File: src/rtl/instruction_fetch_controller.sv
// Instruction fetch front end: one outstanding memory request feeding a
// 2-entry in-order instruction queue, with branch redirect and response drop.
module instruction_fetch_controller #(
    parameter logic [31:0] RESET_PC = 32'h0000_0000
) (
    input  logic        clk,
    input  logic        reset,
    output logic        imem_req,
    output logic [31:0] imem_addr,
    input  logic        imem_ready,
    input  logic [31:0] imem_rdata,
    input  logic        redirect_valid,
    input  logic [31:0] redirect_pc,
    input  logic        id_stall,
    output logic        if_valid,
    output logic [31:0] if_pc,
    output logic [31:0] if_instr
);

    typedef enum logic [1:0] {
        FETCH,
        WAIT,
        DROP
    } state_t;

    localparam logic [31:0] START_PC = RESET_PC & ~32'd3;

    state_t      state_q, state_d;
    logic [31:0] pc_q, pc_d;
    logic [31:0] addr_q, addr_d;
    logic        run_q, run_d;
    logic [1:0]  count_q, count_d;
    logic [31:0] qpc_q [2];
    logic [31:0] qpc_d [2];
    logic [31:0] qinstr_q [2];
    logic [31:0] qinstr_d [2];

    logic        consume;
    logic        accept;
    logic        push;
    logic [1:0]  count_after;
    logic [31:0] target_pc;

    // ------------------------------------------------------------------
    // State register
    // ------------------------------------------------------------------
    // NOTE: sequential state uses non-blocking assignments only, so every
    // flop samples the pre-edge value of every other flop.
    always_ff @(posedge clk) begin
        if (!reset) begin
            state_q <= FETCH;
            pc_q    <= START_PC;
            addr_q  <= START_PC;
            run_q   <= 1'b0;
            count_q <= 2'd0;
        end else begin
            state_q <= state_d;
            pc_q    <= pc_d;
            addr_q  <= addr_d;
            run_q   <= run_d;
            count_q <= count_d;
        end
    end

    // NOTE: queue payload carries no reset; it is only observed through
    // if_valid, which comes from the reset occupancy count.
    always_ff @(posedge clk) begin
        qpc_q    <= qpc_d;
        qinstr_q <= qinstr_d;
    end

    // ------------------------------------------------------------------
    // Next-state and datapath
    // ------------------------------------------------------------------
    // NOTE: every variable gets a default at the top of an always_comb so
    // no path leaves it unassigned and no latch is inferred.
    always_comb begin
        state_d  = state_q;
        pc_d     = pc_q;
        addr_d   = addr_q;
        run_d    = 1'b1;
        count_d  = count_q;
        qpc_d    = qpc_q;
        qinstr_d = qinstr_q;

        target_pc   = redirect_pc & ~32'd3;
        consume     = (count_q != 2'd0) && !id_stall && !redirect_valid;
        accept      = imem_req && imem_ready;
        push        = accept && (state_q != DROP) && !redirect_valid;
        count_after = count_q - {1'b0, consume};

        unique case (state_q)
            FETCH: begin
                if (imem_req && !imem_ready) begin
                    state_d = redirect_valid ? DROP : WAIT;
                    addr_d  = pc_q;
                end
            end
            WAIT: begin
                if (imem_ready) begin
                    state_d = FETCH;
                end else if (redirect_valid) begin
                    state_d = DROP;
                end
            end
            DROP: begin
                if (imem_ready) begin
                    state_d = FETCH;
                end
            end
            default: state_d = FETCH;
        endcase

        // While dropping, pc_q already holds the redirect target.
        if (redirect_valid) begin
            pc_d = target_pc;
        end else if (accept && (state_q != DROP)) begin
            pc_d = imem_addr + 32'd4;
        end

        if (redirect_valid) begin
            count_d = 2'd0;
        end else begin
            if (consume) begin
                qpc_d[0]    = qpc_q[1];
                qinstr_d[0] = qinstr_q[1];
            end
            if (push) begin
                qpc_d[count_after[0]]    = imem_addr;
                qinstr_d[count_after[0]] = imem_rdata;
            end
            count_d = count_after + {1'b0, push};
        end
    end

    // ------------------------------------------------------------------
    // Outputs
    // ------------------------------------------------------------------
    always_comb begin
        unique case (state_q)
            FETCH: begin
                // Issue only if the word will have a queue slot after this cycle's pop.
                imem_req  = run_q &&
                            ((count_q - {1'b0, (count_q != 2'd0) && !id_stall}) < 2'd2);
                imem_addr = pc_q;
            end
            default: begin
                imem_req  = 1'b1;
                imem_addr = addr_q;
            end
        endcase

        if_valid = (count_q != 2'd0);
        if_pc    = if_valid ? qpc_q[0] : 32'd0;
        if_instr = if_valid ? qinstr_q[0] : 32'd0;
    end

endmodule

File: config.mk
export PLATFORM = sky130hd
export DESIGN_NAME = instruction_fetch_controller
export DESIGN_NICKNAME = d
export VERILOG_FILES = /design/src/rtl/instruction_fetch_controller.sv
export SDC_FILE = /design/constraint.sdc
export NUM_CORES = 1
export LEC_CHECK = 0
export BUFFER_PORTS_ARGS = -buffer_cell sky130_fd_sc_hd__buf_2
export CORE_MARGIN = 1
export CORE_UTILIZATION = 45
export DETAILED_ROUTE_END_ITERATION = 8
export HOLD_SLACK_MARGIN = 0.12
export PLACE_DENSITY = 0.66
export SYNTH_ARGS = -nofsm -noshare
export SYNTH_HDL_FRONTEND = slang
export SYNTH_SLANG_ARGS = --single-unit
export TNS_END_PERCENT = 50
File: constraint.sdc
create_clock -name clk -period 4.9 [get_ports clk]
set_clock_uncertainty 0.15 [all_clocks]
set_input_delay 0.49 -clock clk [delete_from_list [all_inputs] [get_ports clk]]
set_output_delay 0.49 -clock clk [all_outputs]
set_load 0.03 [all_outputs]
==> out/metrics.yaml, run 1 <==
status: "complete, no violations"
synth_edf_count: 128
ctsLongestPathBuffers: 2
pin_count: 167
dp_hpwl_um: 15800
synthesis.nets: 998
setup_viol: 0
grt_pass1_vias: 7349
grt.total_usage_pct: 22.6
async_reset_ff_share_pct: 0
die_y_um: 149
synthSimpleGateAreaFrac_pct: 16.8
tightest_slew_ns: 1.16
postCtsResizedCells: 0
ys_seq_area_share_pct: 53.4
synthMuxAreaShare_pct: 11.7
critical_path_class: "flip-flop to flip-flop"
synth_xor_area_share_pct: 0.806
fp.dieW_um: 149
clk_pin_slew_worst_paths_ns: 0.08
pwr-share-seq_pct: 48.8
routed_wl_um: 24800
critPathMaxFanout: 24
start_kind: "flip-flop"
syn_inst: 926
post_cts_buffers: 0
routedWlPerCell_um: 17.9
ys_ff_latch: 197
dieArea_um2: 22300
grt_pass1_wl_um: 39300
cts_root_buf: "clkbuf_16"
postSynthAreaPerCell_um2: 10.6
viasPerCell: 5.47
ff2ff_setup_slack_ns: 1.43
start_util_pct: 46.2
portBuffers: 164
cts.sinks: 197
synth_area_um2: 9780
grt_max_degree: 129
placement_rows: 53
ctsHtreeMaxLevel: 4
drtAntennaViolNets: 0
switching_power_mw: 1.05
synth-warning-count: 0
cp_data_required_time_ns: 5.08
grt_remaining_overflow: 0
cts_tree: "yes"
slew_headroom_pct: 22.7
worstSetupEndpointType: "flip-flop"
switching_share_pct: 26.7
final.setup.tns_ns: 0
synth-main-ff-cell: "edfxtp_1"
synth_cell_types: 57
p_int_mw: 2.88
fin_crit_sh_pct: 70.9
whs_ns: 0.150
min_path_type: "primary input to flip-flop"
hold_viol: 0
max_freq_ghz: 0.288
final.min_clock_period_ns: 3.47
powerDensity_nw_per_um2: 332
synthAdderAreaFrac_pct: 0.384
cts_buffers: 17
clkLatencyLatePin_ns: 0.44
synth_top_family_by_area: "simple AND/OR/NAND/NOR gates"
peakVddDrop_mv: 0.217
layout.nets: 1170
worstPathArrival_ns: 3.65
route.detailed.drc: 0
finalMaxSlewViolations: 0
first_pass_iters: 5
diodes: 0
finalWeightedCongestion: 0.852
antenna_found_initial: 0
drtIter0Drc: 526
rsz0062_at_grt: "false"
clkPwrFrac_pct: 38.6
synth-compound-area-share_pct: 13.0
coreArea_um2: 21200
drive_gt1_share_pct: 23.1
pwr-share-comb_pct: 12.7
p_total_mw: 3.92
area_growth_pct: 20.8
max_cap_violations: 0
power.leakage_nw: 4.71
vias: 7575
==> kinds of logic (layout without fill, tap and decap cells) <==
| logic type | count (synthesis) | in the layout |
|---|---|---|
| and+or+nand+nor | 320 | 320 |
| AOI/OAI and AO/OA | 199 | 199 |
| DFF | 197 | 197 |
| muxes | 113 | 113 |
| buffers and inverters | 85 | 270 |
| xor gates and xnor gates | 9 | 9 |
| adders and majority gates | 3 | 3 |
==> placed cells by master, fill, tap and decap left out, drive strengths merged, types with 3 or more instances in the layout <==
cell | synthesis | layout
buf | 23 | 189
nand2 | 131 | 131
edfxtp | 128 | 128
mux2i | 104 | 104
o21ai | 96 | 96
and2 | 69 | 69
dfxtp | 69 | 69
nor2 | 43 | 43
dlygate4sd3 | 0 | 32
inv | 17 | 26
a21oi | 22 | 22
o211ai | 20 | 20
clkbuf | 45 | 17
nand3 | 16 | 16
nand4 | 12 | 12
a31o | 12 | 12
mux2 | 9 | 9
a22oi | 8 | 8
or4bb | 7 | 7
a31oi | 7 | 7
nand4bb | 6 | 6
a32o | 6 | 6
and3 | 6 | 6
xnor2 | 6 | 6
nand2b | 5 | 5
o311ai | 5 | 5
or3b | 5 | 5
o21a | 4 | 4
nor3 | 4 | 4
a222oi | 4 | 4
or4 | 4 | 4
o31ai | 3 | 3
or3 | 3 | 3
a21o | 3 | 3
xor2 | 3 | 3
a311oi | 3 | 3
bufinv | 0 | 3
clkinv | 0 | 3
nor4 | 3 | 3
ha | 3 | 3
==> final cells by class <==
type,count,area [um2]
sequential,197,5230
tap,275,344
inverter,17,65.1
multi-input combinational,644,4200
fill,1907,9350
timing repair buffer,221,1340
clock inverter,15,204
clock buffer,17,425
==> final timing paths <==
check	depth (start not counted)	to	from
hold reg to reg	2	addr_q[18]	addr_q[18]
setup / recovery	6	pc_q[30]	state_q[1]
hold / removal	2	state_q[1]	imem_ready
setup reg to reg	6	pc_q[30]	state_q[1]
==> timing repair <==
action,CTS,global route
hold buffers,32,0
setup endpoints to repair,0,0
endpoints found under the hold margin,32,0
==> per-stage QoR <==
step	cell area, um2	cells	utilization [%]	setup slack (ns)
floorplan	9780	926	-	1.01
global placement	10900	1322	51.3	1.54
finish	11800	1386	55.8	1.43
detailed placement	10900	1322	51.3	1.51
CTS	11800	1386	55.8	1.50
global route	11800	1386	55.8	1.32
==> Yosys cell counts, drive strengths merged (8+ instances only) <==
| master | count | area [um2] |
|---|---|---|
| nand4 | 12 | 75.1 |
| edfxtp | 128 | 3840 |
| o211ai | 20 | 155 |
| buf | 23 | 140 |
| nor2 | 43 | 164 |
| a31o | 12 | 105 |
| clkbuf | 45 | 169 |
| mux2i | 104 | 1040 |
| o21ai | 96 | 480 |
| a21oi | 22 | 110 |
| dfxtp | 69 | 1380 |
| and2 | 69 | 432 |
| inv | 17 | 63.8 |
| mux2 | 9 | 101 |
| nand3 | 16 | 85.1 |
| a22oi | 8 | 65.1 |
| nand2 | 131 | 492 |
==> worst max-delay path, cell delays in order, from the launching register on <==
cell and delay, ns:
dfxtp_1 0.77, buf_4 0.37, o211ai_2 0.12, a222oi_1 0.88, nand3_2 0.24, or4_1 0.54
a32o_1 0.27
==> metal layers <==
metal  vias to the layer above  part of all wire [%]  global-route usage [%]
met3                        17                   5.1                    3.55
met5                         -                     0                       0
met1                      3586                    48                    32.5
li1                       3735                     -                       -
met2                       237                    46                    35.5
met4                         0                   1.0                    5.66
==> power by group through the flow <==
stage                     clock network, mW  logic, mW  registers (mW)
after CTS                              1.53      0.498            1.91
after global routing                   1.59      0.542            1.92
final                                  1.51      0.497            1.91
after global placement                    0      0.468            1.95
after detailed placement                  0      0.476            1.95
after floorplan                           0      0.330            1.93
Note: power is estimated with default switching activity, not from simulation.
==> inputs of run 2 (changes only) <==
- clock period: 4.9 -> 3.6 ns (I/O delays scaled with it)
==> out/metrics.yaml, run 2 (synthesis gave the netlist of run 1 again) <==
route.detailed.drc: 0  # unchanged
cp_slowest_cell: "dfxtp_1"
coreArea_um2: 21200  # unchanged
fp.dieW_um: 149  # unchanged
clkLatencyLatePin_ns: 0.43  # about the same
drtAntennaViolNets: 0  # unchanged
portBuffers: 164  # unchanged
layout_common_cells: "buf_2, nand2_1, edfxtp_1"
max_cap_violations: 0  # unchanged
worstPathArrival_ns: 2.61  # -1.04 ns
pin_count: 167  # unchanged
die_y_um: 149  # unchanged
setup_viol: 0  # unchanged
dp_hpwl_um: 16100  # +2.4%
slew_headroom_pct: 24.9  # +2.2 points
layout.nets: 1188  # +1.5%
power.leakage_nw: 4.74  # +0.73%
cp_data_required_time_ns: 3.09  # -1.99 ns
grt_max_degree: 129  # unchanged
antenna_found_initial: 1  # +1
grt_remaining_overflow: 0  # unchanged
cts_root_buf: "clkbuf_16"
ctsHtreeMaxLevel: 4  # unchanged
fin_cells: 1405  # +1.4%
crit_family: "flip-flops"
peakVddDrop_mv: 0.337  # +56%
area_growth_pct: 22.1
hold_viol: 0  # unchanged
whs_ns: 0.145  # -0.00517 ns
worstSetupEndpointType: "output pin"
finalMaxSlewViolations: 0  # unchanged
final.setup.tns_ns: 0  # unchanged
drtIter0Drc: 506  # -3.8%
tightest_slew_ns: 1.12  # -0.0375 ns
start_kind: "flip-flop"
finalWeightedCongestion: 0.813  # -4.5%
p_total_mw: 5.14  # +31%
cts.sinks: 197  # unchanged
placement_rows: 53  # unchanged
viasPerCell: 5.49  # +0.54%
grt_pass1_vias: 7171  # -2.4%
utilization_pct: 56.4  # +0.59 points
cts_tree: "yes"
crit_buf_inv: 3  # +2
first_pass_iters: 5  # unchanged
cts_buffers: 17  # unchanged
fin_crit_sh_pct: 86.6
dp_cells: 1324  # +0.15%
cp_slowest_stage_delay_ns: 0.72  # -0.16 ns
critPathMaxFanout: 23  # -4.2%
routed_wl_um: 25300  # +2.1%
max_freq_ghz: 0.321
post_cts_buffers: 0  # unchanged
postCtsResizedCells: 0  # unchanged
powerDensity_nw_per_um2: 430  # +30%
grt.total_usage_pct: 22.7  # about the same
cp_cell_sequence: "or2_2, buf_4, mux2i_1, inv_1, buf_2"
vias: 7720  # +1.9%
grt_pass1_wl_um: 38800  # -1.1%
min_path_type: "primary input to flip-flop"
final.min_clock_period_ns: 3.12
cts_hold_buf: 48  # +50%
ctsLongestPathBuffers: 2  # unchanged
clk_pin_slew_worst_paths_ns: 0.08  # about the same
drive_gt1_share_pct: 22.9  # -0.19 points
layout_commonest_cell: "buf_2"
start_util_pct: 46.2  # unchanged
dieArea_um2: 22300  # unchanged
routedWlPerCell_um: 18.0  # +0.67%
critical_path_class: "flip-flop to output pin"
status: "complete, no violations"
rsz0062_at_grt: "false"
run 2: cell count changes in the layout (fill, tap and decap cells not counted), sizes merged:
cell / change
buf: +2
bufinv: -3
clkinvlp: +4
diode: +1
dlygate4sd3: +16
inv: -1
run 2: worst paths after layout:
| path | end | cells after the start | slack, ns | startpoint |
|---|---|---|---|---|
| max | imem_addr[6] | 5 | 0.48 | state_q[1] |
| min | pc_q[26] | 4 | 0.14 | redirect_pc[26] |
| min reg2reg | addr_q[18] | 2 | 0.35 | addr_q[18] |
| max reg2reg | pc_q[24] | 7 | 0.58 | state_q[1] |
run 2: worst min-delay path: stages:
cell     delay [ns]
buf_2          0.08
nand2_1        0.05
a21oi_1        0.12
a31o_2         0.10
run 2: layout make-up:
class / instances / area (um2)
fill: 1889 / 9220
sequential: 197 / 5230
multi-input combinational: 644 / 4190
timing repair buffer: 239 / 1540
clock buffer: 17 / 425
tap: 275 / 344
clock inverter: 15 / 136
inverter: 17 / 65.1
antenna: 1 / 2.50
run 2: per-layer routing:
metal / part of all wire [%] / up-vias / wire (um) / global-route usage [%]
li1: - / 3753 / - / -
met1: 48 / 3685 / 12100 / 32.1
met2: 45 / 263 / 11400 / 35.3
met3: 6.0 / 19 / 1510 / 4.10
met4: 1.3 / 0 / 323 / 6.33
met5: 0 / - / 0 / 0
run 2: through the flow:
stage	area (um2)	setup WS [ns]
global placement	10900	0.673
global route	11900	0.360
CTS	11900	0.478
floorplan	9780	-0.0680
detailed placement	10900	0.626
finish	11900	0.483
run 2: report_power, final:
part | switching, mW | internal (mW)
Sequential | 0.0658 | 2.54
Combinational | 0.435 | 0.260
Clock | 0.922 | 0.917
Total | 1.42 | 3.71
